**config.mk**
```make
export PLATFORM = sky130hd
export DESIGN_NAME = hazard_stall_unit_flat
export DESIGN_NICKNAME = d
export VERILOG_FILES = /design/src/rtl/hazard_stall_unit_if.sv /design/src/rtl/hazard_stall_unit.sv /design/src/flat_wrapper.sv
export SDC_FILE = /design/constraint.sdc
export NUM_CORES = 1
export LEC_CHECK = 0
export CAP_MARGIN = 20
export CELL_PAD_IN_SITES_DETAIL_PLACEMENT = 2
export CELL_PAD_IN_SITES_GLOBAL_PLACEMENT = 2
export CORE_MARGIN = 1.5
export CORE_UTILIZATION = 35
export CTS_CLUSTER_SIZE = 14
export DETAILED_ROUTE_END_ITERATION = 12
export HOLD_SLACK_MARGIN = 0.12
export PLACE_DENSITY = 0.83
export SYNTH_ARGS = -nofsm -noshare
export SYNTH_HDL_FRONTEND = slang
export SYNTH_SLANG_ARGS = --single-unit
```
**constraint.sdc**
```tcl
create_clock -name clk -period 5.38 [get_ports clk]
set_input_delay 1.076 -clock clk [delete_from_list [all_inputs] [get_ports clk]]
set_output_delay 1.076 -clock clk [all_outputs]
set_load 0.02 [all_outputs]
```
**src/rtl/hazard_stall_unit_if.sv**
```systemverilog
// hazard_stall_unit_if: D-stage hazard inputs and stall/forwarding outputs of the hazard unit.
interface hazard_stall_unit_if #(parameter int CNT_W = 32);
    logic [4:0]       d_rs;
    logic [4:0]       d_rt;
    logic [4:0]       d_a3;
    logic [1:0]       d_tuse_rs;
    logic [1:0]       d_tuse_rt;
    logic [1:0]       d_tnew;
    logic             stall;
    logic             flush_e;
    logic [1:0]       fwd_d_rs;
    logic [1:0]       fwd_d_rt;
    logic [1:0]       fwd_e_rs;
    logic [1:0]       fwd_e_rt;
    logic [CNT_W-1:0] stall_count;
    modport master (
        output d_rs, d_rt, d_a3, d_tuse_rs, d_tuse_rt, d_tnew,
        input  stall, flush_e, fwd_d_rs, fwd_d_rt, fwd_e_rs, fwd_e_rt, stall_count
    );
    modport slave (
        input  d_rs, d_rt, d_a3, d_tuse_rs, d_tuse_rt, d_tnew,
        output stall, flush_e, fwd_d_rs, fwd_d_rt, fwd_e_rs, fwd_e_rt, stall_count
    );
endinterface

```
**src/rtl/hazard_stall_unit.sv**
```systemverilog
// hazard_stall_unit: Tuse/Tnew stall and forwarding control for the P5 pipeline.
// Tracks destination and remaining Tnew of E/M/W; the youngest matching stage always wins.
module hazard_stall_unit #(parameter int CNT_W = 32) (
    input logic            clk,
    input logic            reset,
    hazard_stall_unit_if.slave hs
);
    logic [4:0]       a3_e, rs_e, rt_e, a3_m, a3_w;
    logic [1:0]       tnew_e, tnew_m;
    logic [CNT_W-1:0] stall_count;
    logic             stall_rs, stall_rt, stall;
    logic [1:0]       fwd_d_rs, fwd_d_rt, fwd_e_rs, fwd_e_rt;

    // An older stage is only consulted when no younger stage holds the same destination.
    function automatic logic hazard(input logic [4:0] x, input logic [1:0] tu,
                                    input logic [4:0] ae, input logic [1:0] te,
                                    input logic [4:0] am, input logic [1:0] tm);
        return x != 5'd0 && tu != 2'd3 && (x == ae ? tu < te : (x == am && tu < tm));
    endfunction

    function automatic logic [1:0] fwd_d(input logic [4:0] x, input logic [1:0] tu,
                                         input logic [4:0] ae, input logic [1:0] te,
                                         input logic [4:0] am, input logic [1:0] tm,
                                         input logic [4:0] aw);
        return (x == 5'd0 || tu == 2'd3) ? 2'd0 :
               x == ae ? (te == 2'd0 ? 2'd3 : 2'd0) :
               x == am ? (tm == 2'd0 ? 2'd2 : 2'd0) :
               x == aw ? 2'd1 : 2'd0;
    endfunction

    function automatic logic [1:0] fwd_e(input logic [4:0] x, input logic [4:0] am,
                                         input logic [1:0] tm, input logic [4:0] aw);
        return x == 5'd0 ? 2'd0 :
               x == am ? (tm == 2'd0 ? 2'd2 : 2'd0) :
               x == aw ? 2'd1 : 2'd0;
    endfunction

    always_comb begin
        stall_rs = hazard(hs.d_rs, hs.d_tuse_rs, a3_e, tnew_e, a3_m, tnew_m);
        stall_rt = hazard(hs.d_rt, hs.d_tuse_rt, a3_e, tnew_e, a3_m, tnew_m);
        stall    = stall_rs | stall_rt;
        fwd_d_rs = fwd_d(hs.d_rs, hs.d_tuse_rs, a3_e, tnew_e, a3_m, tnew_m, a3_w);
        fwd_d_rt = fwd_d(hs.d_rt, hs.d_tuse_rt, a3_e, tnew_e, a3_m, tnew_m, a3_w);
        fwd_e_rs = fwd_e(rs_e, a3_m, tnew_m, a3_w);
        fwd_e_rt = fwd_e(rt_e, a3_m, tnew_m, a3_w);
    end

    always_ff @(posedge clk or posedge reset) begin
        if (reset) begin
            a3_e        <= '0;
            tnew_e      <= '0;
            rs_e        <= '0;
            rt_e        <= '0;
            a3_m        <= '0;
            tnew_m      <= '0;
            a3_w        <= '0;
            stall_count <= '0;
        end else begin
            a3_e        <= stall ? 5'd0 : hs.d_a3;
            tnew_e      <= stall ? 2'd0 : hs.d_tnew;
            rs_e        <= stall ? 5'd0 : hs.d_rs;
            rt_e        <= stall ? 5'd0 : hs.d_rt;
            a3_m        <= a3_e;
            tnew_m      <= tnew_e == 2'd0 ? 2'd0 : tnew_e - 2'd1;
            a3_w        <= a3_m;
            stall_count <= stall_count + CNT_W'(stall);
        end
    end

    assign hs.stall       = stall;
    assign hs.flush_e     = stall;
    assign hs.fwd_d_rs    = fwd_d_rs;
    assign hs.fwd_d_rt    = fwd_d_rt;
    assign hs.fwd_e_rs    = fwd_e_rs;
    assign hs.fwd_e_rt    = fwd_e_rt;
    assign hs.stall_count = stall_count;
endmodule

```
**src/flat_wrapper.sv**
```systemverilog
// flat-port wrapper written by rule: the top's interface ports become plain ports
module hazard_stall_unit_flat 
#(parameter int CNT_W = 32)
  (clk, reset, hs_d_rs, hs_d_rt, hs_d_a3, hs_d_tuse_rs, hs_d_tuse_rt, hs_d_tnew, hs_stall, hs_flush_e, hs_fwd_d_rs, hs_fwd_d_rt, hs_fwd_e_rs, hs_fwd_e_rt, hs_stall_count);
  hazard_stall_unit_if #(.CNT_W(CNT_W)) hs_i ();
  input logic clk;
  input logic reset;
  input wire logic [$bits(hs_i.d_rs)-1:0] hs_d_rs;
  input wire logic [$bits(hs_i.d_rt)-1:0] hs_d_rt;
  input wire logic [$bits(hs_i.d_a3)-1:0] hs_d_a3;
  input wire logic [$bits(hs_i.d_tuse_rs)-1:0] hs_d_tuse_rs;
  input wire logic [$bits(hs_i.d_tuse_rt)-1:0] hs_d_tuse_rt;
  input wire logic [$bits(hs_i.d_tnew)-1:0] hs_d_tnew;
  output wire logic [$bits(hs_i.stall)-1:0] hs_stall;
  output wire logic [$bits(hs_i.flush_e)-1:0] hs_flush_e;
  output wire logic [$bits(hs_i.fwd_d_rs)-1:0] hs_fwd_d_rs;
  output wire logic [$bits(hs_i.fwd_d_rt)-1:0] hs_fwd_d_rt;
  output wire logic [$bits(hs_i.fwd_e_rs)-1:0] hs_fwd_e_rs;
  output wire logic [$bits(hs_i.fwd_e_rt)-1:0] hs_fwd_e_rt;
  output wire logic [$bits(hs_i.stall_count)-1:0] hs_stall_count;
  assign hs_i.d_rs = hs_d_rs;
  assign hs_i.d_rt = hs_d_rt;
  assign hs_i.d_a3 = hs_d_a3;
  assign hs_i.d_tuse_rs = hs_d_tuse_rs;
  assign hs_i.d_tuse_rt = hs_d_tuse_rt;
  assign hs_i.d_tnew = hs_d_tnew;
  assign hs_stall = hs_i.stall;
  assign hs_flush_e = hs_i.flush_e;
  assign hs_fwd_d_rs = hs_i.fwd_d_rs;
  assign hs_fwd_d_rt = hs_i.fwd_d_rt;
  assign hs_fwd_e_rs = hs_i.fwd_e_rs;
  assign hs_fwd_e_rt = hs_i.fwd_e_rt;
  assign hs_stall_count = hs_i.stall_count;
  hazard_stall_unit #(.CNT_W(CNT_W)) u_core (.clk(clk), .reset(reset), .hs(hs_i));
endmodule
```
==> metrics.txt <==
worst setup path start hs_d_rs[1]; #FFs+latches synth 61; Yosys top cell by area dfrtp_1; commonest cells in the netlist 61 x dfrtp_1, 44 x xnor2_1, 36 x xor2_1; # hold bufs at CTS 0; Clock Pin Slew Worst Setup and Hold Paths 0.07 ns; final WL 9.06 mm; CTS Sinks 61; initial core utilization 35.7%; vias in the first global route 2826; cts bufs inserted 9; Area Growth Syn to Fin 30.4%; CP endpoint kind output pin; CTS tree built; final design utilization 46.6%; Synth top area share 46.9%; Hold Crit Start u_core.a3_e[1]; post-cts sizing count 0; Detailed Place HPWL 6.63 mm; power per cell area 288 nW/um^2; Synth area leaders dfrtp_1 47%, xnor2_1 12%, xor2_1 9.7%, nor3b_2 3.8%, nand3_1 2.8%; Residual DRC 0; CP Launch Type primary input; top_reg_cell synth dfrtp_1; Max-Cap Viols 0; Unique masters post-synth 37; P_leak 1.76 nW; vias per cell 5.14; reg2reg start u_core.tnew_m[1]; detailed-route via count 2461; IO buf count 64; max-slew violation count 0; min-delay worst type reg2reg; first-pass GRT wire length 15.1 mm; crit path time final 4.55 ns; count leader, synth dfrtp_1; row cnt 35; unrepaired setup endpoints after global routing no; f_max 220 MHz; syn nets 318; postcts setup bufs 0; VDD IR max 0.000140 V; initial DRC count 56; Core ar. 9110 um^2; DRT Pass-1 Iters 4; number of flops mapped to enable cells by yosys 0; Die Wd 99.4 um; final worst slack 0.833 ns; Wirelength per Cell 18.9 um; status complete, no violations; CTS H-Tree Depth 3; total track usage 20.1%; data required time of the worst path 4.30 ns; Ports 65; Root Buffer clkbuf_8; antenna violations before repair 0; slew margin rel. 57.4%; R2R depth 12; total gr overflow 0; worst hold stages 0; largest net degree at the start of global routing 50; Setup Crit Path Kind in2out; crit-path max FO 5; final layout net count 392; final hold slack 0.448 ns; Clock Latency Late Sink 0.34 ns; die height 99.4 um; R2R Path End u_core.hs.stall_count[26]; GPL Wtd Cong 0.783; Setup Viol. Count Final 0; worst-case clock skew 0.0118 ns; synthesized cell area 3260 um^2; Place WS 0.806 ns; setup TNS 0 ns; CTS Buffer Depth 2; Antenna Cells 0; sequential cell area fraction in the yosys report 46.9%; Post-Syn Area per Cell 11.3 um^2; final hold vios 0; Die ar. 9890 um^2; post-synthesis async set-or-reset flop share 100%; Worst Hold End u_core.a3_m[1]; Post-Syn Instances 289; worst reg2reg setup slack 1.95 ns; CP Data Arrival Time 3.47 ns; warning count from the yosys run 0; worst slew pin tran 0.639 ns; post-route ant nets 0; layout cells sized above 1 14.1%; Tcrit/Tclk final 84.5%
## metal layers
| metal | GRT usage [%] | up-vias | wire, um |
|---|---|---|---|
| met3 | 5.62 | 13 | 497 |
| li1 | - | 1133 | - |
| met4 | 7.37 | 0 | 170 |
| met1 | 24.6 | 1255 | 3930 |
| met2 | 33.9 | 60 | 4460 |
| met5 | 0 | - | 0 |
## cell families (layout without fill, tap and decap cells)
kind of cell	after synthesis	count (layout)	synth area share (%)
adder cells (fa/ha/maj)	6	6	2.31
XOR/XNOR	80	80	21.5
AO/OA/AOI/OAI	14	14	3.38
flip-flops	61	61	46.9
buffers and inverters	8	87	1.50
AND/OR/NAND/NOR	120	120	24.4
## sequential cells by signal, indices dropped and copies added, names as in the netlist
name and count:
u_core.a3_e 5, u_core.hs.stall_count 32, u_core.rt_e 5, u_core.tnew_m 2, u_core.a3_w 5, u_core.rs_e 5, u_core.a3_m 5, u_core.tnew_e 2
## worst max-delay path, cell delays in order
cell and delay, ns:
clkdlybuf4s50_1 0.56, or4_1 0.59, o21ai_2 0.24, a211oi_4 0.07, or2_2 0.37, clkdlybuf4s50_1 0.56
## worst max-delay path by stage
stage | end | slack, ns | cells after the start
CTS | hs_flush_e | 0.79 | 6
global route | hs_fwd_d_rs[1] | 0.70 | 7
detailed placement | hs_flush_e | 0.81 | 6
global placement | hs_flush_e | 0.83 | 6
floorplan | u_core.hs.stall_count[20] | 1.78 | 11
finish | hs_flush_e | 0.83 | 6
## power breakdown
| part | switching, W | internal (W) | total [W] |
|---|---|---|---|
| clock network | 0.000197 | 0.000263 | 0.000460 |
| logic | 0.000110 | 0.000104 | 0.000214 |
| registers | 0.0000547 | 0.000492 | 0.000547 |
| total | 0.000362 | 0.000859 | 0.00122 |
## stage by stage
stage / area [um^2] / total power (W) / std cells
floorplan: 3260 / 0.000671 / 289
finish: 4250 / 0.00122 / 479
global placement: 4020 / 0.000764 / 463
CTS: 4250 / 0.00124 / 479
detailed placement: 4020 / 0.000773 / 463
global route: 4250 / 0.00128 / 479
## final cells by class
type	instances	area, um^2
Clock buffer	9	124
Clock inverter	7	98.8
Fill cell	945	4860
Inverter	4	15.0
Multi-Input combinational cell	220	1680
Sequential cell	61	1530
Tap cell	111	139
Timing Repair Buffer	67	663
## cells in the final DEF (no fill, tap or decap), types with 2 or more instances in the layout
cell / n
nand2_1: 20
ha_1: 6
a211oi_4: 2
nor2_1: 11
and4_1: 2
nor3_4: 2
nor3b_2: 10
bufinv_16: 2
nor4_1: 3
nand3_2: 4
and3_1: 4
xor2_1: 36
and3_2: 3
clkbuf_8: 9
a21oi_1: 8
dfrtp_1: 61
or3_1: 2
o21ai_2: 2
nand2b_1: 4
or4_1: 4
a31oi_1: 2
or2_1: 3
inv_1: 3
clkdlybuf4s50_1: 64
buf_4: 3
nand4_1: 3
nor3b_1: 7
nor2_2: 3
nand3_1: 18
clkinv_4: 2
nor3_1: 10
xnor2_1: 44
Note: power is estimated with default switching activity, not from simulation.
